## config.mk

```make
export PLATFORM = sky130hd
export DESIGN_NAME = irq_controller
export DESIGN_NICKNAME = d
export VERILOG_FILES = /design/src/rtl/irq_pkg.sv /design/src/rtl/irq_prio_enc.sv /design/src/rtl/irq_controller.sv
export SDC_FILE = /design/constraint.sdc
export NUM_CORES = 1
export LEC_CHECK = 0
export CELL_PAD_IN_SITES_DETAIL_PLACEMENT = 1
export CELL_PAD_IN_SITES_GLOBAL_PLACEMENT = 1
export CORE_UTILIZATION = 20
export DETAILED_ROUTE_END_ITERATION = 8
export PLACE_DENSITY = 0.8
export SLEW_MARGIN = 40
export SYNTH_ARGS = -nofsm -noshare
export SYNTH_HDL_FRONTEND = slang
export SYNTH_HIERARCHICAL = 1
export SYNTH_SLANG_ARGS = --single-unit
```

## constraint.sdc

```tcl
create_clock -name clk -period 1.9 [get_ports clk]
set_clock_uncertainty 0.2 [all_clocks]
set_input_delay 0.19 -clock clk [delete_from_list [all_inputs] [get_ports clk]]
set_output_delay 0.19 -clock clk [all_outputs]
set_load 0.02 [all_outputs]
```

## src/rtl/irq_pkg.sv

```systemverilog
// -----------------------------------------------------------------------------
// irq_pkg
//   Shared definitions for the interrupt controller:
//     - register word offsets as decoded from bus_address
//     - FSM state encoding used by irq_controller
// -----------------------------------------------------------------------------
package irq_pkg;

    // Register word offsets (bus_address values)
    localparam logic [1:0] IRQ_REG_PENDING = 2'd0;
    localparam logic [1:0] IRQ_REG_ENABLE  = 2'd1;
    localparam logic [1:0] IRQ_REG_TRIGGER = 2'd2;
    localparam logic [1:0] IRQ_REG_OVERRUN = 2'd3;

    // Vector presentation FSM
    typedef enum logic [1:0] {
        IDLE     = 2'd0,  // no vector presented, waiting for a masked-pending source
        ASSERT   = 2'd1,  // vector held stable until acknowledged
        ACK_WAIT = 2'd2   // waiting for ack to drop before arbitrating again
    } irq_state_e;

endpackage

```

## src/rtl/irq_prio_enc.sv

```systemverilog
// -----------------------------------------------------------------------------
// irq_prio_enc
//   Combinational lowest-index-first priority encoder.
//
// Parameters:
//   N_SRC  number of request lines
//   IDX_W  width of the index output
//
// Ports:
//   req  in   [N_SRC-1:0]  request vector
//   any  out               at least one request is set
//   idx  out  [IDX_W-1:0]  index of the lowest set request (0 when none)
// -----------------------------------------------------------------------------
module irq_prio_enc #(
    parameter int N_SRC = 4,
    parameter int IDX_W = 4
) (
    input  logic [N_SRC-1:0] req,
    output logic             any,
    output logic [IDX_W-1:0] idx
);

    // Scan from the top down so the lowest set index is the last to overwrite.
    always_comb begin
        any = 1'b0;
        idx = '0;
        for (int i = N_SRC - 1; i >= 0; i--) begin
            if (req[i]) begin
                any = 1'b1;
                idx = IDX_W'(i);
            end
        end
    end

endmodule

```

## src/rtl/irq_controller.sv

```systemverilog
// -----------------------------------------------------------------------------
// irq_controller
//   Memory-mapped interrupt controller. Latches edge- or level-type events per
//   source, masks them, and presents the lowest-index masked-pending source on
//   interrupt_vector (index + 1; 0 = none). The vector is held until acked, and
//   a further vector is only presented once ack has dropped again.
//
// Registers (bus_address):
//   0 PENDING  read, write-1-to-clear
//   1 ENABLE   read/write
//   2 TRIGGER  read/write, 1 = rising edge, 0 = level (resets to all ones)
//   3 OVERRUN  sticky W1C overrun flags when IRQ_OVERRUN_EN is defined,
//              otherwise reads 0 and ignores writes
//
// Configuration macro: IRQ_OVERRUN_EN
//
// Ports:
//   clk               in   single clock, rising edge
//   reset             in   synchronous active-high reset
//   irq_src           in   [N_SRC-1:0] request lines (clk domain)
//   interrupt_vector  out  [VEC_W-1:0] presented vector
//   interrupt_ack     in   CPU acknowledge of the current vector
//   bus_address       in   [1:0] register word select
//   bus_write_enable  in   register write strobe
//   bus_write_data    in   [DATA_W-1:0] write data (bits [N_SRC-1:0] used)
//   bus_read_enable   in   register read strobe
//   bus_read_data     out  [DATA_W-1:0] registered read data
// -----------------------------------------------------------------------------
module irq_controller
    import irq_pkg::*;
#(
    parameter int N_SRC  = 4,
    parameter int VEC_W  = 4,
    parameter int DATA_W = 64
) (
    input  logic              clk,
    input  logic              reset,
    input  logic [N_SRC-1:0]  irq_src,
    output logic [VEC_W-1:0]  interrupt_vector,
    input  logic              interrupt_ack,
    input  logic [1:0]        bus_address,
    input  logic              bus_write_enable,
    input  logic [DATA_W-1:0] bus_write_data,
    input  logic              bus_read_enable,
    output logic [DATA_W-1:0] bus_read_data
);

    // -------------------------------------------------------------------------
    // State
    // -------------------------------------------------------------------------
    logic [N_SRC-1:0]  pending_q, pending_d;
    logic [N_SRC-1:0]  enable_q,  enable_d;
    logic [N_SRC-1:0]  trigger_q, trigger_d;
    logic [N_SRC-1:0]  irq_prev_q;
    irq_state_e        state_q,   state_d;
    logic [VEC_W-1:0]  vec_q,     vec_d;
    logic [VEC_W-1:0]  cur_idx_q, cur_idx_d;
    logic [DATA_W-1:0] rdata_q,   rdata_d;

    // -------------------------------------------------------------------------
    // Bus write decode
    // -------------------------------------------------------------------------
    logic [N_SRC-1:0] wdata_src;
    logic             wr_pending;
    logic             wr_enable;
    logic             wr_trigger;

    assign wdata_src  = bus_write_data[N_SRC-1:0];
    assign wr_pending = bus_write_enable && (bus_address == IRQ_REG_PENDING);
    assign wr_enable  = bus_write_enable && (bus_address == IRQ_REG_ENABLE);
    assign wr_trigger = bus_write_enable && (bus_address == IRQ_REG_TRIGGER);

    // Only the low N_SRC bits of write data carry register content.
    if (DATA_W > N_SRC) begin : g_unused_wdata
        logic unused_wdata;
        assign unused_wdata = ^bus_write_data[DATA_W-1:N_SRC];
    end

    // Ack only retires a source while a vector is actually being presented.
    logic ack_fire;
    assign ack_fire = (state_q == ASSERT) && interrupt_ack;

    // -------------------------------------------------------------------------
    // Per-source pending logic
    // -------------------------------------------------------------------------
    logic [N_SRC-1:0] edge_det;
    logic [N_SRC-1:0] ack_clr;
    logic [N_SRC-1:0] w1c_clr;

    for (genvar gi = 0; gi < N_SRC; gi++) begin : g_src
        assign edge_det[gi] = irq_src[gi] & ~irq_prev_q[gi];
        assign ack_clr[gi]  = ack_fire && (cur_idx_q == VEC_W'(gi));
        assign w1c_clr[gi]  = wr_pending && wdata_src[gi];

        // Edge type: a new edge beats any clear in the same cycle.
        // Level type: pending simply follows the line; clears do not stick.
        assign pending_d[gi] = trigger_q[gi]
                             ? (edge_det[gi] | (pending_q[gi] & ~(ack_clr[gi] | w1c_clr[gi])))
                             : irq_src[gi];
    end

    assign enable_d  = wr_enable  ? wdata_src : enable_q;
    assign trigger_d = wr_trigger ? wdata_src : trigger_q;

    // -------------------------------------------------------------------------
    // Overrun flags
    // -------------------------------------------------------------------------
    logic [N_SRC-1:0] overrun_rd;

`ifdef IRQ_OVERRUN_EN
    logic [N_SRC-1:0] overrun_q, overrun_d;
    logic [N_SRC-1:0] overrun_set;
    logic             wr_overrun;

    assign wr_overrun = bus_write_enable && (bus_address == IRQ_REG_OVERRUN);

    for (genvar gi = 0; gi < N_SRC; gi++) begin : g_ovr
        // An edge lands on an already-pending edge source that is not being
        // retired this cycle: the earlier event is merged and lost.
        assign overrun_set[gi] = trigger_q[gi] & edge_det[gi] & pending_q[gi]
                               & ~(ack_clr[gi] | w1c_clr[gi]);
        // A fresh overrun wins over a simultaneous W1C so it is never missed.
        assign overrun_d[gi]   = overrun_set[gi]
                               | (overrun_q[gi] & ~(wr_overrun & wdata_src[gi]));
    end

    always_ff @(posedge clk) begin
        if (reset) begin
            overrun_q <= '0;
        end else begin
            overrun_q <= overrun_d;
        end
    end

    assign overrun_rd = overrun_q;
`else
    assign overrun_rd = '0;
`endif

    // -------------------------------------------------------------------------
    // Arbitration
    // -------------------------------------------------------------------------
    logic [N_SRC-1:0] masked;
    logic             enc_any;
    logic [VEC_W-1:0] enc_idx;

    assign masked = pending_q & enable_q;

    irq_prio_enc #(
        .N_SRC (N_SRC),
        .IDX_W (VEC_W)
    ) u_prio_enc (
        .req (masked),
        .any (enc_any),
        .idx (enc_idx)
    );

    // -------------------------------------------------------------------------
    // Vector FSM: next state
    // -------------------------------------------------------------------------
    always_comb begin
        state_d   = state_q;
        vec_d     = vec_q;
        cur_idx_d = cur_idx_q;
        case (state_q)
            IDLE: begin
                if (enc_any) begin
                    state_d   = ASSERT;
                    vec_d     = enc_idx + VEC_W'(1);
                    cur_idx_d = enc_idx;
                end
            end
            ASSERT: begin
                // Vector is frozen here; mask/pending changes are ignored.
                if (interrupt_ack) begin
                    state_d = ACK_WAIT;
                    vec_d   = '0;
                end
            end
            ACK_WAIT: begin
                // A held ack must not retire the next source.
                if (!interrupt_ack) begin
                    state_d = IDLE;
                end
            end
            default: begin
                state_d = IDLE;
                vec_d   = '0;
            end
        endcase
    end

    // -------------------------------------------------------------------------
    // Read data: sampled from current register state, so a same-cycle write
    // is not visible; holds its value when no read is requested.
    // -------------------------------------------------------------------------
    always_comb begin
        rdata_d = rdata_q;
        if (bus_read_enable) begin
            rdata_d = '0;
            case (bus_address)
                IRQ_REG_PENDING: rdata_d[N_SRC-1:0] = pending_q;
                IRQ_REG_ENABLE:  rdata_d[N_SRC-1:0] = enable_q;
                IRQ_REG_TRIGGER: rdata_d[N_SRC-1:0] = trigger_q;
                default:         rdata_d[N_SRC-1:0] = overrun_rd;
            endcase
        end
    end

    // -------------------------------------------------------------------------
    // Registers
    // -------------------------------------------------------------------------
    always_ff @(posedge clk) begin
        // Tracks the line during reset too, so a line already high at reset
        // exit is not mistaken for a rising edge.
        irq_prev_q <= irq_src;

        if (reset) begin
            pending_q <= '0;
            enable_q  <= '0;
            trigger_q <= '1;
            state_q   <= IDLE;
            vec_q     <= '0;
            cur_idx_q <= '0;
            rdata_q   <= '0;
        end else begin
            pending_q <= pending_d;
            enable_q  <= enable_d;
            trigger_q <= trigger_d;
            state_q   <= state_d;
            vec_q     <= vec_d;
            cur_idx_q <= cur_idx_d;
            rdata_q   <= rdata_d;
        end
    end

    assign interrupt_vector = vec_q;
    assign bus_read_data    = rdata_q;

endmodule
```

# ---- After elaboration in Yosys (flattened, before gate mapping)
# Cells that the tools add are included.
# W data, S select, Z words.
dict set report word_totals {
  inputBits 75
  out_inout_bits 68
  ff_bits 30
}
dict set report classes {
  mux 20
  add_sub_neg 1
  bitwise_logic 26
  n_reduce_logical 18
  eq_ne 10
}
# cell count
set op_table {}
lappend op_table {{$pmux W4 S3} 2}
lappend op_table {{$mux W2} 7}
lappend op_table {{$logic_and A1 B1 Y1} 12}
lappend op_table {{$not A1 Y1} 9}
lappend op_table {{$and A1 B1 Y1} 8}
lappend op_table {{$eq A4 B2 Y1 const B} 2}
lappend op_table {{$mux W1} 8}
lappend op_table {{$mux W4} 2}
lappend op_table {{$or A1 B1 Y1} 8}
lappend op_table {{$ne A2 B2 Y1 const B} 3}
lappend op_table {{$pmux W2 S3} 1}
lappend op_table {{$reduce_and A3 Y1} 2}
lappend op_table {{$add A4 B1 Y4 const B} 1}
lappend op_table {{$and A4 B4 Y4} 1}
lappend op_table {{$eq A2 B1 Y1 const B} 2}
lappend op_table {{$eq A2 B2 Y1 const B} 2}
lappend op_table {{$eq A4 B1 Y1 const B} 1}
lappend op_table {{$logic_not A2 Y1} 2}
lappend op_table {{$logic_not A4 Y1} 1}
lappend op_table {{$reduce_and A2 Y1} 1}

# ---- Longest topological paths before layout
dict set report depth {
  depth_word 8
  mapped_depth 7
  mapped_depth_nobuf 7
}

# ---- By module
# Netlist, hierarchy kept.
# mod n_inst area_per_inst_um2 cells_per_inst seq_area_each_um2
set by_module_without_submodules {}
lappend by_module_without_submodules {irq_controller 1 1762.9 206 600.6}
lappend by_module_without_submodules {irq_prio_enc 1 53.8 10 0.0}

# ---- Worst setup path after synthesis
# Ideal clock, no wire load.
dict set report synth_timing {
  path_kind {register to register}
  start {register pending_q[0]}
  end {register vec_q[2] (netlist: interrupt_vector[2])}
  arrival_time_ps 1710
  stages_incl_launch_ff 8
  n_path_buf 1
  setup_time_ps 71
  setup_slack_ps -81
  t_required_ps 1629
  cell_sequence {dfxtp_1 > and2_1 > nor2_1 > nand2_1 > or3b_1 > buf_2 > or4_1 > a21oi_1}
}
dict set report synth_between {
  word_cells_on_any_way 8
  classes_between {1 x add/sub; 1 x eq/ne; 4 x mux; 1 x bitwise; 1 x reduce/logical}
}
# item line_no
set synth_rtl {}
lappend synth_rtl {{start, declared} irq_controller.sv:51} ;# logic [N_SRC-1:0] pending_q, pending_d;
lappend synth_rtl {{start signal, assigned} irq_controller.sv:227} ;# pending_q <= pending_d;
lappend synth_rtl {{$and A4 B4 Y4} irq_controller.sv:147} ;# assign masked = pending_q & enable_q;
lappend synth_rtl {{net masked[0]} irq_controller.sv:143} ;# logic [N_SRC-1:0] masked;
lappend synth_rtl {{$mux W1} irq_prio_enc.sv:28} ;# if (req[i]) begin
lappend synth_rtl {{net enc_any} irq_controller.sv:144} ;# logic enc_any;
lappend synth_rtl {{$ne A2 B2 Y1 (no line)} -}
lappend synth_rtl {{$reduce_and A3 Y1 (no line)} -}
lappend synth_rtl {{end signal, assigned} irq_controller.sv:231} ;# vec_q <= vec_d;
lappend synth_rtl {{end, declared} irq_controller.sv:56} ;# logic [VEC_W-1:0] vec_q, vec_d;
# The timed path passes the listed nets, and every way through them passes these cells. The select of a mux whose other input is x is not followed.
# A chain may end at the register's enable or synchronous reset.

# ---- Worst setup path in the final report
# Ends and elaborated chain as after synthesis.

==> impl_metrics.csv <==
group,metric,value,unit
logic_synthesis,ys_ff_latch,30,
cts,clk_latency,0.28,ns
logic_synthesis,synth_seq_area_share,33.1,%
grt,antenna_found_initial,0,
placed_design,dp_hpwl,3070,um
cts,postCtsHoldBufs,0,
setup_path,critical_path_class,"reg2reg",
die,die_x,97.3,um
die,coreArea,8760,um^2
sta,report.final.slew_viol_count,0,
routing,via_per_inst,3.83,
power_and_ir_drop,peakVddDrop,0.000215,V
outcome,status,"finished, final reports clean",
grt,grt_max_degree,12,
final_layout,nNetsFinal,326,
grt,track_usage,8.55,%
logic_synthesis,ys.flop_type,"dfxtp_1",
power_and_ir_drop,p_per_area,746,nW/um^2
final_layout,fillers,1053,
cts,cts_tree,"built",
setup_path,worstPathArrival,1.90,ns
routing,drtIter0Drc,59,
sta,min_period_over_period,98.6,%
routing,ant_nets,0,
routing,dr_total_vias,1376,
cts,numCtsBuffers,5,
sta,finalWorstSetupSlack,0.0263,ns
power_and_ir_drop,p_leak,0.938,nW
cts,cts.root.buffer_cell,"clkbuf_8",
logic_synthesis,synth_top_cell_by_area,"dfxtp_1",
final_layout,area_delta_synth_final,19.4,%
routing,met3_length,151,um
logic_synthesis,ys_top_cells_by_area,"dfxtp_1, buf_4, mux2i_1, nand2_1, nor2_1",
die,num_rows,34,
sta,rsz0062_at_grt,"yes",
die,die-area,9470,um^2
logic_synthesis,synth_cell_types,38,
routing,top_layer_used,"met4",
placed_design,io_buffer_count,22,
placed_design,pre_cts_ws,-0.0344,ns
sta,fmax,534,MHz
hold_path,hp-class,"in2reg",
routing,dr.pass1.iters,4,
cts,htreeDepth,2,
setup_path,endpoint_kind,"flip-flop",
power_and_ir_drop,finalPower,0.00162,W
logic_synthesis,yosysMostFrequentCell,"buf_4",
routing,wl_met2,2030,um
sta,post-route-min-period,1.87,ns
sta,finalHoldViolations,0,
logic_synthesis,synth-edff-count,0,
die,die_h,97.3,um
routing,wl_met1,1740,um
cts,cts_sinks,30,
setup_path,startpoint_type,"flip-flop",
setup_path,required,1.93,ns
sta,final-setup-viol-count,0,
grt,grt_pass1_vias,1358,
setup_path,crit_fanout,3,
die,ios,143,
placed_design,gp_congestion,0.763,
routing,wire_per_inst,11.2,um
grt,grt_overflow,0,
cts,clk_pin_slew,0.07,ns
logic_synthesis,synthesis.area,1820,um^2
logic_synthesis,ys.warnings.count,6,
final_layout,drive_above_1_share,19.1,%
logic_synthesis,synthCells,216,
logic_synthesis,synthArstFlopShare,0,%
die,initial_core_util,20.7,%
logic_synthesis,synth_common_cells,"buf_4, dfxtp_1, nand2_1, nor2_1, mux2i_1",
logic_synthesis,synth_top_cell_area_share,33.1,%
routing,routed_wl,4000,um
logic_synthesis,syn_avg_cell_area,8.41,um^2
final_layout,antenna_cells,0,
routing,drc_errors,0,
grt,grt_pass1_wl,6420,um
cts,cts_buffer_depth,2,
flow_run,cap_violations,0,
## layer usage
| metal | GRT usage [%] | vias up |
|---|---|---|
| met3 | 2.23 | 7 |
| met4 | 4.07 | 0 |
| met2 | 14.7 | 40 |
| met5 | 0 | - |
| met1 | 9.85 | 654 |
| li1 | - | 675 |
## kinds of logic after synthesis
family	Yosys count	share of synthesized area (%)
AOI/OAI and AO/OA	26	10.7
xor gates and xnor gates	2	0.964
adders and majority gates	1	0.689
buffers and inverters	74	28.2
DFF	30	33.1
muxes	9	4.96
other	2	0.413
and+or+nand+nor	72	21.1
## metrics by stage
step | area (um^2) | utilization [%] | hold WS (ns) | setup TNS [ns] | std cells
floorplan | 2060 | - | 0.0177 | 0 | 276
global placement | 2020 | 23.0 | 0.269 | -0.0235 | 350
detailed placement | 2020 | 23.0 | 0.276 | -0.0363 | 350
CTS | 2130 | 24.3 | 0.193 | 0 | 358
global route | 2170 | 24.7 | 0.201 | -0.0451 | 359
finish | 2170 | 24.7 | 0.204 | 0 | 359
## layout by cell type (no fill, tap or decap), types with 3 or more instances in the layout
master	instances
a211o_1	5
nor2_1	10
and2_4	4
dfxtp_2	8
nor3b_1	3
a311oi_1	4
inv_1	3
dfxtp_1	22
conb_1	62
clkbuf_8	5
buf_4	16
nand2_1	22
nand3_1	5
a211oi_1	3
mux2i_1	9
a21oi_1	4
a31oi_1	3
and3_1	4
a32o_1	3
clkdlybuf4s50_1	22
or2_2	4
## worst paths after layout
check | start | end | cells after the start | slack [ns]
worst max register to register | pending_q[0] | interrupt_vector[2] | 6 | 0.03
worst max-delay path | pending_q[0] | interrupt_vector[2] | 6 | 0.03
worst min-delay path | irq_src[1] | irq_prev_q[1] | 1 | 0.20
worst min register to register | interrupt_vector[2] | interrupt_vector[2] | 2 | 0.29
## power by group
part / switching [W] / total, W / internal (W)
logic: 0.000198 / 0.000301 / 0.000103
registers: 0.0000215 / 0.000684 / 0.000662
clock network: 0.000247 / 0.000633 / 0.000385
## critical path, cell delays in order, from the launching register on
cell and delay (ns):
dfxtp_2 0.35, and2_4 0.17, nor2_2 0.03, nand2_1 0.07
or3b_4 0.38, or4_4 0.48, a21oi_2 0.13
## timing repair
action                                  CTS  global route
endpoints found under the setup margin    1             1
setup buffers                             0             1
hold endpoints to repair                  0             0
pin swaps                                 0             8
resized for setup                         1            12
## final cells by class
cell class	instances	area, um^2	area share, %
multi-input cells	172	962	44.4
flip-flops and latches	30	611	28.2
repair buffers	38	340	15.7
well taps	108	135	6.23
clock buffers	5	68.8	3.17
clock inverters	3	40.0	1.85
inverters	3	11.3	0.519
## flip-flops by register name (all words and copies together) (netlist names)
signal,count
bus_read_data,4
cur_idx_q,4
enable_q,4
interrupt_vector,4
irq_prev_q,4
pending_q,4
trigger_q,4
state_q,2
(Power assumes the default switching activity.)
